**src/rtl/tv_sequencer_pkg.sv**
```systemverilog
// Shared types for the test-vector sequencer: run-state encoding and the
// width helper used to size index/count fields.
package tv_seq_pkg;

    typedef enum logic [1:0] {
        ST_IDLE = 2'd0,
        ST_RUN  = 2'd1,
        ST_DONE = 2'd2
    } tv_state_e;

    // Index and count fields must hold the value DEPTH itself (clamped N, error count).
    function automatic int idx_width(input int depth);
        return $clog2(depth + 1);
    endfunction

endpackage

```
**src/rtl/tv_sequencer_if.sv**
```systemverilog
// Bus between the sequencer and its controller / device under test.
// Handshake: load_en and start are single-cycle requests sampled on the rising
// clock edge; no ready is returned, so a request made while busy is simply dropped.
interface tv_sequencer_if #(
    parameter int IN_W  = 4,
    parameter int OUT_W = 2,
    parameter int IDX_W = 4
);
    import tv_seq_pkg::*;

    logic             load_en;
    logic [IDX_W-1:0] load_addr;
    logic [IN_W-1:0]  load_stim;
    logic [OUT_W-1:0] load_exp;
    logic [IDX_W-1:0] num_vecs;
    logic             start;
    logic             abort;
    logic [IN_W-1:0]  stim;
    logic [OUT_W-1:0] dut_resp;
    logic             busy;
    logic             done;
    logic [IDX_W-1:0] vec_idx;
    logic [IDX_W-1:0] err_cnt;
    logic             first_err_valid;
    logic [IDX_W-1:0] first_err_idx;
    tv_state_e        state_dbg;

    modport master (
        output load_en, load_addr, load_stim, load_exp, num_vecs, start, abort, dut_resp,
        input  stim, busy, done, vec_idx, err_cnt, first_err_valid, first_err_idx, state_dbg
    );

    modport slave (
        input  load_en, load_addr, load_stim, load_exp, num_vecs, start, abort, dut_resp,
        output stim, busy, done, vec_idx, err_cnt, first_err_valid, first_err_idx, state_dbg
    );

endinterface

```
**src/rtl/tv_sequencer_mem.sv**
```systemverilog
// Vector store: DEPTH entries of {stim, exp}, one synchronous write port and
// one asynchronous read port. Contents are deliberately not reset.
module tv_mem #(
    parameter int DEPTH = 8,
    parameter int W     = 6,
    parameter int IDX_W = 4
) (
    input  logic             clk,
    input  logic             wr_en,
    input  logic [IDX_W-1:0] wr_addr,
    input  logic [W-1:0]     wr_data,
    input  logic [IDX_W-1:0] rd_addr,
    output logic [W-1:0]     rd_data
);
    localparam int AW = (DEPTH > 1) ? $clog2(DEPTH) : 1;
    localparam logic [IDX_W-1:0] DEPTH_I = IDX_W'(DEPTH);

    logic [W-1:0] mem_q [DEPTH];

    always_ff @(posedge clk) begin
        if (wr_en && (wr_addr < DEPTH_I)) begin
            mem_q[wr_addr[AW-1:0]] <= wr_data;
        end
    end

    // Reads past the last entry return zero so look-ahead at the end of a run is harmless.
    assign rd_data = (rd_addr < DEPTH_I) ? mem_q[rd_addr[AW-1:0]] : '0;

endmodule

```
**src/rtl/tv_sequencer.sv**
```systemverilog
// Test-vector sequencer: applies stored stimuli for GAP cycles each, compares
// the DUT response at the end of every hold and records mismatch statistics.
module tv_sequencer
    import tv_seq_pkg::*;
#(
    parameter int IN_W  = 4,
    parameter int OUT_W = 2,
    parameter int DEPTH = 8,
    parameter int GAP   = 10,
    parameter int IDX_W = idx_width(DEPTH)
) (
    input logic           clk,
    input logic           rst_n,
    tv_sequencer_if.slave bus
);
    localparam int CNT_W = (GAP > 1) ? $clog2(GAP) : 1;
    localparam logic [IDX_W-1:0] DEPTH_I  = IDX_W'(DEPTH);
    localparam logic [CNT_W-1:0] LAST_CNT = CNT_W'(GAP - 1);

    tv_state_e        state_q, state_d;
    logic [IN_W-1:0]  stim_q, stim_d;
    logic [OUT_W-1:0] exp_q, exp_d;
    logic [IDX_W-1:0] vec_idx_q, vec_idx_d;
    logic [IDX_W-1:0] n_q, n_d;
    logic [CNT_W-1:0] cnt_q, cnt_d;
    logic [IDX_W-1:0] err_cnt_q, err_cnt_d;
    logic             fev_q, fev_d;
    logic [IDX_W-1:0] fei_q, fei_d;
    logic             busy_q, busy_d;
    logic             done_q, done_d;

    logic [IDX_W-1:0]      rd_addr;
    logic [IN_W+OUT_W-1:0] rd_data;
    logic [IN_W-1:0]       rd_stim;
    logic [OUT_W-1:0]      rd_exp;
    logic [IDX_W-1:0]      n_clamped;
    logic                  load_ok;

    // The read port looks one entry ahead so stim and its expected value load together.
    assign rd_addr   = (state_q == ST_RUN) ? vec_idx_q + IDX_W'(1) : '0;
    assign rd_stim   = rd_data[IN_W+OUT_W-1:OUT_W];
    assign rd_exp    = rd_data[OUT_W-1:0];
    assign n_clamped = (bus.num_vecs > DEPTH_I) ? DEPTH_I : bus.num_vecs;
    assign load_ok   = bus.load_en && !bus.start && (state_q != ST_RUN);

    tv_mem #(
        .DEPTH (DEPTH),
        .W     (IN_W + OUT_W),
        .IDX_W (IDX_W)
    ) u_mem (
        .clk     (clk),
        .wr_en   (load_ok),
        .wr_addr (bus.load_addr),
        .wr_data ({bus.load_stim, bus.load_exp}),
        .rd_addr (rd_addr),
        .rd_data (rd_data)
    );

    always_comb begin
        state_d   = state_q;
        stim_d    = stim_q;
        exp_d     = exp_q;
        vec_idx_d = vec_idx_q;
        n_d       = n_q;
        cnt_d     = cnt_q;
        err_cnt_d = err_cnt_q;
        fev_d     = fev_q;
        fei_d     = fei_q;
        busy_d    = busy_q;
        done_d    = done_q;
        if (bus.abort) begin
            // Results stay visible; a compare due on this edge is dropped.
            state_d = ST_IDLE;
            stim_d  = '0;
            busy_d  = 1'b0;
            done_d  = 1'b0;
            cnt_d   = '0;
        end else begin
            case (state_q)
                ST_IDLE, ST_DONE: begin
                    if (bus.start) begin
                        err_cnt_d = '0;
                        fev_d     = 1'b0;
                        fei_d     = '0;
                        vec_idx_d = '0;
                        cnt_d     = '0;
                        n_d       = n_clamped;
                        if (n_clamped == '0) begin
                            state_d = ST_DONE;
                            stim_d  = '0;
                            busy_d  = 1'b0;
                            done_d  = 1'b1;
                        end else begin
                            state_d = ST_RUN;
                            stim_d  = rd_stim;
                            exp_d   = rd_exp;
                            busy_d  = 1'b1;
                            done_d  = 1'b0;
                        end
                    end
                end
                ST_RUN: begin
                    if (cnt_q == LAST_CNT) begin
                        cnt_d = '0;
                        if (bus.dut_resp != exp_q) begin
                            err_cnt_d = err_cnt_q + IDX_W'(1);
                            if (!fev_q) begin
                                fev_d = 1'b1;
                                fei_d = vec_idx_q;
                            end
                        end
                        if (vec_idx_q < n_q - IDX_W'(1)) begin
                            vec_idx_d = vec_idx_q + IDX_W'(1);
                            stim_d    = rd_stim;
                            exp_d     = rd_exp;
                        end else begin
                            state_d = ST_DONE;
                            stim_d  = '0;
                            busy_d  = 1'b0;
                            done_d  = 1'b1;
                        end
                    end else begin
                        cnt_d = cnt_q + CNT_W'(1);
                    end
                end
                default: begin
                    state_d = ST_IDLE;
                    stim_d  = '0;
                    busy_d  = 1'b0;
                    done_d  = 1'b0;
                end
            endcase
        end
    end

    always_ff @(posedge clk or negedge rst_n) begin
        if (!rst_n) begin
            state_q   <= ST_IDLE;
            stim_q    <= '0;
            exp_q     <= '0;
            vec_idx_q <= '0;
            n_q       <= '0;
            cnt_q     <= '0;
            err_cnt_q <= '0;
            fev_q     <= 1'b0;
            fei_q     <= '0;
            busy_q    <= 1'b0;
            done_q    <= 1'b0;
        end else begin
            state_q   <= state_d;
            stim_q    <= stim_d;
            exp_q     <= exp_d;
            vec_idx_q <= vec_idx_d;
            n_q       <= n_d;
            cnt_q     <= cnt_d;
            err_cnt_q <= err_cnt_d;
            fev_q     <= fev_d;
            fei_q     <= fei_d;
            busy_q    <= busy_d;
            done_q    <= done_d;
        end
    end

    assign bus.stim            = stim_q;
    assign bus.busy            = busy_q;
    assign bus.done            = done_q;
    assign bus.vec_idx         = vec_idx_q;
    assign bus.err_cnt         = err_cnt_q;
    assign bus.first_err_valid = fev_q;
    assign bus.first_err_idx   = fei_q;
    assign bus.state_dbg       = state_q;

endmodule

```
**src/flat_wrapper.sv**
```systemverilog
// flat-port wrapper written by rule: the top's interface ports become plain ports
module tv_sequencer_flat import tv_seq_pkg::*;
#(
    parameter int IN_W  = 4,
    parameter int OUT_W = 2,
    parameter int DEPTH = 8,
    parameter int GAP   = 10,
    parameter int IDX_W = idx_width(DEPTH)
)
  (clk, rst_n, bus_load_en, bus_load_addr, bus_load_stim, bus_load_exp, bus_num_vecs, bus_start, bus_abort, bus_dut_resp, bus_stim, bus_busy, bus_done, bus_vec_idx, bus_err_cnt, bus_first_err_valid, bus_first_err_idx, bus_state_dbg);
  tv_sequencer_if #(.IN_W(IN_W), .OUT_W(OUT_W), .IDX_W(IDX_W)) bus_i ();
  input logic clk;
  input logic rst_n;
  input wire logic [$bits(bus_i.load_en)-1:0] bus_load_en;
  input wire logic [$bits(bus_i.load_addr)-1:0] bus_load_addr;
  input wire logic [$bits(bus_i.load_stim)-1:0] bus_load_stim;
  input wire logic [$bits(bus_i.load_exp)-1:0] bus_load_exp;
  input wire logic [$bits(bus_i.num_vecs)-1:0] bus_num_vecs;
  input wire logic [$bits(bus_i.start)-1:0] bus_start;
  input wire logic [$bits(bus_i.abort)-1:0] bus_abort;
  input wire logic [$bits(bus_i.dut_resp)-1:0] bus_dut_resp;
  output wire logic [$bits(bus_i.stim)-1:0] bus_stim;
  output wire logic [$bits(bus_i.busy)-1:0] bus_busy;
  output wire logic [$bits(bus_i.done)-1:0] bus_done;
  output wire logic [$bits(bus_i.vec_idx)-1:0] bus_vec_idx;
  output wire logic [$bits(bus_i.err_cnt)-1:0] bus_err_cnt;
  output wire logic [$bits(bus_i.first_err_valid)-1:0] bus_first_err_valid;
  output wire logic [$bits(bus_i.first_err_idx)-1:0] bus_first_err_idx;
  output wire logic [$bits(bus_i.state_dbg)-1:0] bus_state_dbg;
  assign bus_i.load_en = bus_load_en;
  assign bus_i.load_addr = bus_load_addr;
  assign bus_i.load_stim = bus_load_stim;
  assign bus_i.load_exp = bus_load_exp;
  assign bus_i.num_vecs = bus_num_vecs;
  assign bus_i.start = bus_start;
  assign bus_i.abort = bus_abort;
  assign bus_i.dut_resp = bus_dut_resp;
  assign bus_stim = bus_i.stim;
  assign bus_busy = bus_i.busy;
  assign bus_done = bus_i.done;
  assign bus_vec_idx = bus_i.vec_idx;
  assign bus_err_cnt = bus_i.err_cnt;
  assign bus_first_err_valid = bus_i.first_err_valid;
  assign bus_first_err_idx = bus_i.first_err_idx;
  assign bus_state_dbg = bus_i.state_dbg;
  tv_sequencer #(.IN_W(IN_W), .OUT_W(OUT_W), .DEPTH(DEPTH), .GAP(GAP), .IDX_W(IDX_W)) u_core (.clk(clk), .rst_n(rst_n), .bus(bus_i));
endmodule
```
**config.mk**
```make
export PLATFORM = sky130hd
export DESIGN_NAME = tv_sequencer_flat
export DESIGN_NICKNAME = d
export VERILOG_FILES = /design/src/rtl/tv_sequencer_pkg.sv /design/src/rtl/tv_sequencer_if.sv /design/src/rtl/tv_sequencer_mem.sv /design/src/rtl/tv_sequencer.sv /design/src/flat_wrapper.sv
export SDC_FILE = /design/constraint.sdc
export NUM_CORES = 1
export LEC_CHECK = 0
export BUFFER_PORTS_ARGS = -buffer_cell sky130_fd_sc_hd__buf_4
export CORE_MARGIN = 2
export CORE_UTILIZATION = 40
export DETAILED_ROUTE_END_ITERATION = 8
export GPL_ROUTABILITY_DRIVEN = 1
export PLACE_DENSITY = 0.61
export SLEW_MARGIN = 5
export SYNTH_ARGS = -nofsm -noshare
export SYNTH_HDL_FRONTEND = slang
export SYNTH_SLANG_ARGS = --single-unit
```
**constraint.sdc**
```tcl
create_clock -name clk -period 3.3 [get_ports clk]
set_input_delay 0 -clock clk [delete_from_list [all_inputs] [get_ports clk]]
set_output_delay 0 -clock clk [all_outputs]
set_load 0.01 [all_outputs]
```
==> flow_summary_export.csv <==
group,metric,value,unit
yosys,syn_nets,307,
global_routing,grt_pass1_wl,11900,um
setup_path,arrival,2.54,ns
pwr,total_leakage_power,1.65,nW
yosys,syn_area,3620,sq um
sta,clock_skew,0.00773,ns
placed_design,place_congestion,0.756,
outcome,outcome,"complete, no violations",
floorplanning,initial_utilization,41.3,%
route,vias,2369,
sta,period_share,70.2,%
setup_path,crit_chain,"inv_1 > ha_1 > ha_1 > o211ai_1 > o21a_1 > a21oi_1 > nor2_1 > mux2_2",
setup_path,cpMostUsedCell,"ha_1",
setup_path,path_max_fanout,5,
pwr,vdd_drop_max,0.000293,V
yosys,synth_area_leaders,"edfxtp_1 40%, dfrtp_1 21%, mux2_2 4.0%",
pwr,combPwrFrac,17.7,%
pwr,p_per_area,516,nW/um^2
placed_design,placed_area,4010,sq um
global_routing,gr-total-overflow,0,
yosys,ys_seq_area_share,60.6,%
setup_path,slowest_stage,"dfrtp_1",
floorplanning,coreArea,8760,sq um
global_routing,grt_max_degree,42,
cells_and_area,antenna_cells,0,
sta,rsz0062_at_grt,"false",
sta,slew_headroom,56.9,%
pwr,finalPower,2.23,mW
yosys,synth.yosys.warnings,0,
yosys,yosysTopAreaCellShare,39.8,%
floorplanning,fp.dieH,99.1,um
pwr,clockPowerShare,32.3,%
global_routing,grt_pass1_vias,2329,
setup_path,worst_path_largest_cell_delay,0.40,ns
clocking,cts_made_buffers,9,
global_routing,antenna_found_initial,0,
sta,fmax,0.432,GHz
placed_design,io_buffers,41,
clocking,cts_resized,0,
clocking,clk_path_buf_depth,2,
clocking,cts.sinks,78,
cells_and_area,synthToLayoutAreaGrowth,19.5,%
sta,tightest_slew,0.642,ns
route,post-route-drc-count,0,
setup_path,crit_type,"reg2reg",
floorplanning,core.rowCount,34,
clocking,cts-root-buf,"clkbuf_8",
route,drt_iter0_markers,109,
clocking,clkTransAtPathRegs,0.08,ns
cells_and_area,final_nets,362,
min_path,hold_path_class,"in2async",
setup_path,crit_family,"adder cells",
setup_path,setup.worst_path.end_class,"flop",
yosys,yosysTopAreaCell,"edfxtp_1",
route,wl,7360,um
floorplanning,fp.dieW,99.1,um
placed_design,dp_hpwl,4970,um
clocking,h-tree-depth,3,
route,post_drt_via_cell_ratio,5.31,
setup_path,worst_ep_required_time,3.53,ns
pwr,power.internal,1.62,mW
setup_path,r2r_start,"u_core.n_q[0]$_DFFE_PN0P_",
yosys,ys_seq_elements,78,
flow_run,drv_cap,0,
clocking,clock_latency,0.34,ns
cells_and_area,drive_above_1_share,24.3,%
sta,drv_slew,0,
sta,setup-violations-final,0,
route,dr.pass1.iters,4,
yosys,syn_area_per_cell,13.0,sq um
sta,holdWs,0.111,ns
setup_path,crit_start,"u_core.n_q[0]$_DFFE_PN0P_",
global_routing,grtUsageTotal,15.7,%
setup_path,path_buf_inv,1,
cells_and_area,layout_commonest_cell,"edfxtp_1",
floorplanning,io_pins,42,
sta,min_period,2.32,ns
clocking,cts_tree,"yes",
pwr,seq_power_share,50.0,%
yosys,synth_enable_flop_cells,48,
route,wire_per_inst,16.5,um
cells_and_area,fin_area,4320,sq um
sta,tns,0,ns
route,ant_nets,0,
cells_and_area,most-common-layout-cells,"48 x edfxtp_1, 46 x buf_4, 30 x dfrtp_1, 17 x nor2_1, 17 x o21ai_0",
setup_path,cp-start-kind,"flop",
yosys,synthCells,278,
yosys,ys_types,48,
floorplanning,dieArea,9820,sq um
pwr,p_sw,0.616,mW
yosys,synthArstFlopShare,38.5,%
pwr,p_sw_share,27.6,%
sta,hold_viol,0,
yosys,synthFlopType,"edfxtp_1",
synthesized netlist by cell type, types with 5 or more instances:
library cell	instances
nor2_1	17
edfxtp_1	48
or3_1	6
dfrtp_1	30
ha_1	8
nor2b_1	9
nor3_1	9
xnor2_1	5
nand3_1	6
o21bai_1	5
nand2b_1	12
a21oi_1	9
a22o_1	12
mux2i_1	5
nand2_1	9
mux2_2	13
o21ai_0	17
worst paths after layout:
path                                                endpoint  slack [ns]  cells past startpoint
hold reg to reg                  u_core.cnt_q[3]$_DFFE_PN0P_        0.48                      1
setup reg to reg           u_core.bus.vec_idx[0]$_DFFE_PN0P_        0.98                      8
setup / recovery           u_core.bus.vec_idx[0]$_DFFE_PN0P_        0.98                      8
max in group asynchronous  u_core.bus.vec_idx[2]$_DFFE_PN0P_        2.90                      2
min in group clk                 u_core.bus.busy$_DFFE_PN0P_        0.11                      4
hold / removal                     u_core.n_q[2]$_DFFE_PN0P_        0.11                      2
worst reg2reg max path: stages (launching register included):
cell      delay [ns]
dfrtp_1         0.40
inv_1           0.06
ha_1            0.29
ha_1            0.28
o211ai_1        0.17
o21a_1          0.25
a21oi_1         0.13
nor2_1          0.25
mux2_2          0.37
metrics by stage:
| stage | instances | util, % | setup WS, ns |
|---|---|---|---|
| floorplan | 278 | - | 1.23 |
| global placement | 418 | 45.7 | 1.06 |
| detailed placement | 418 | 45.7 | 0.991 |
| CTS | 446 | 49.3 | 0.984 |
| global route | 446 | 49.3 | 0.840 |
| finish | 446 | 49.3 | 0.985 |
power groups by stage:
stage	clock network [mW]	logic (mW)	registers (mW)
final	0.721	0.394	1.12
after global routing	0.785	0.439	1.12
after CTS	0.743	0.399	1.12
after detailed placement	0	0.387	1.14
after global placement	0	0.378	1.14
after floorplan	0	0.255	1.14
sequential cells by signal, indices dropped and copies added (netlist names), 4 cells and up:
name and count:
u_core.bus.vec_idx 4, u_core.bus.stim 4, u_core.bus.err_cnt 4, u_core.u_mem.mem_q 48, u_core.n_q 4, u_core.cnt_q 4
u_core.bus.first_err_idx 4
cell families after synthesis:
family                     synth area share (%)
AOI/OAI and AO/OA                          14.2
xor gates and xnor gates                   1.45
adders and majority gates                  2.77
buffers and inverters                      2.84
DFF                                        60.6
muxes                                      5.43
and+or+nand+nor                            12.7
routing by layer:
layer  share of wire, %  wire length, um  vias to the layer above  GRT usage, %
met5                  0                0                        -             0
met4                1.0               76                        0          4.85
met2                 47             3490                       54          25.2
li1                   -                -                     1172             -
met1                 47             3480                     1137          21.0
met3                4.3              318                        6          4.22
layout make-up:
type	count	area (sq um)
inverters	3	11.3
well taps	108	135
flip-flops and latches	78	2190
clock inverters	6	68.8
fillers	799	4440
repair buffers	58	465
clock buffers	10	128
multi-input cells	183	1320
repair_timing:
item,4_1_cts,5_1_grt
buffers inserted,0,0
hold buffers,12,0
endpoints found under the hold margin,85,0
Note: power is estimated with default switching activity, not from simulation.
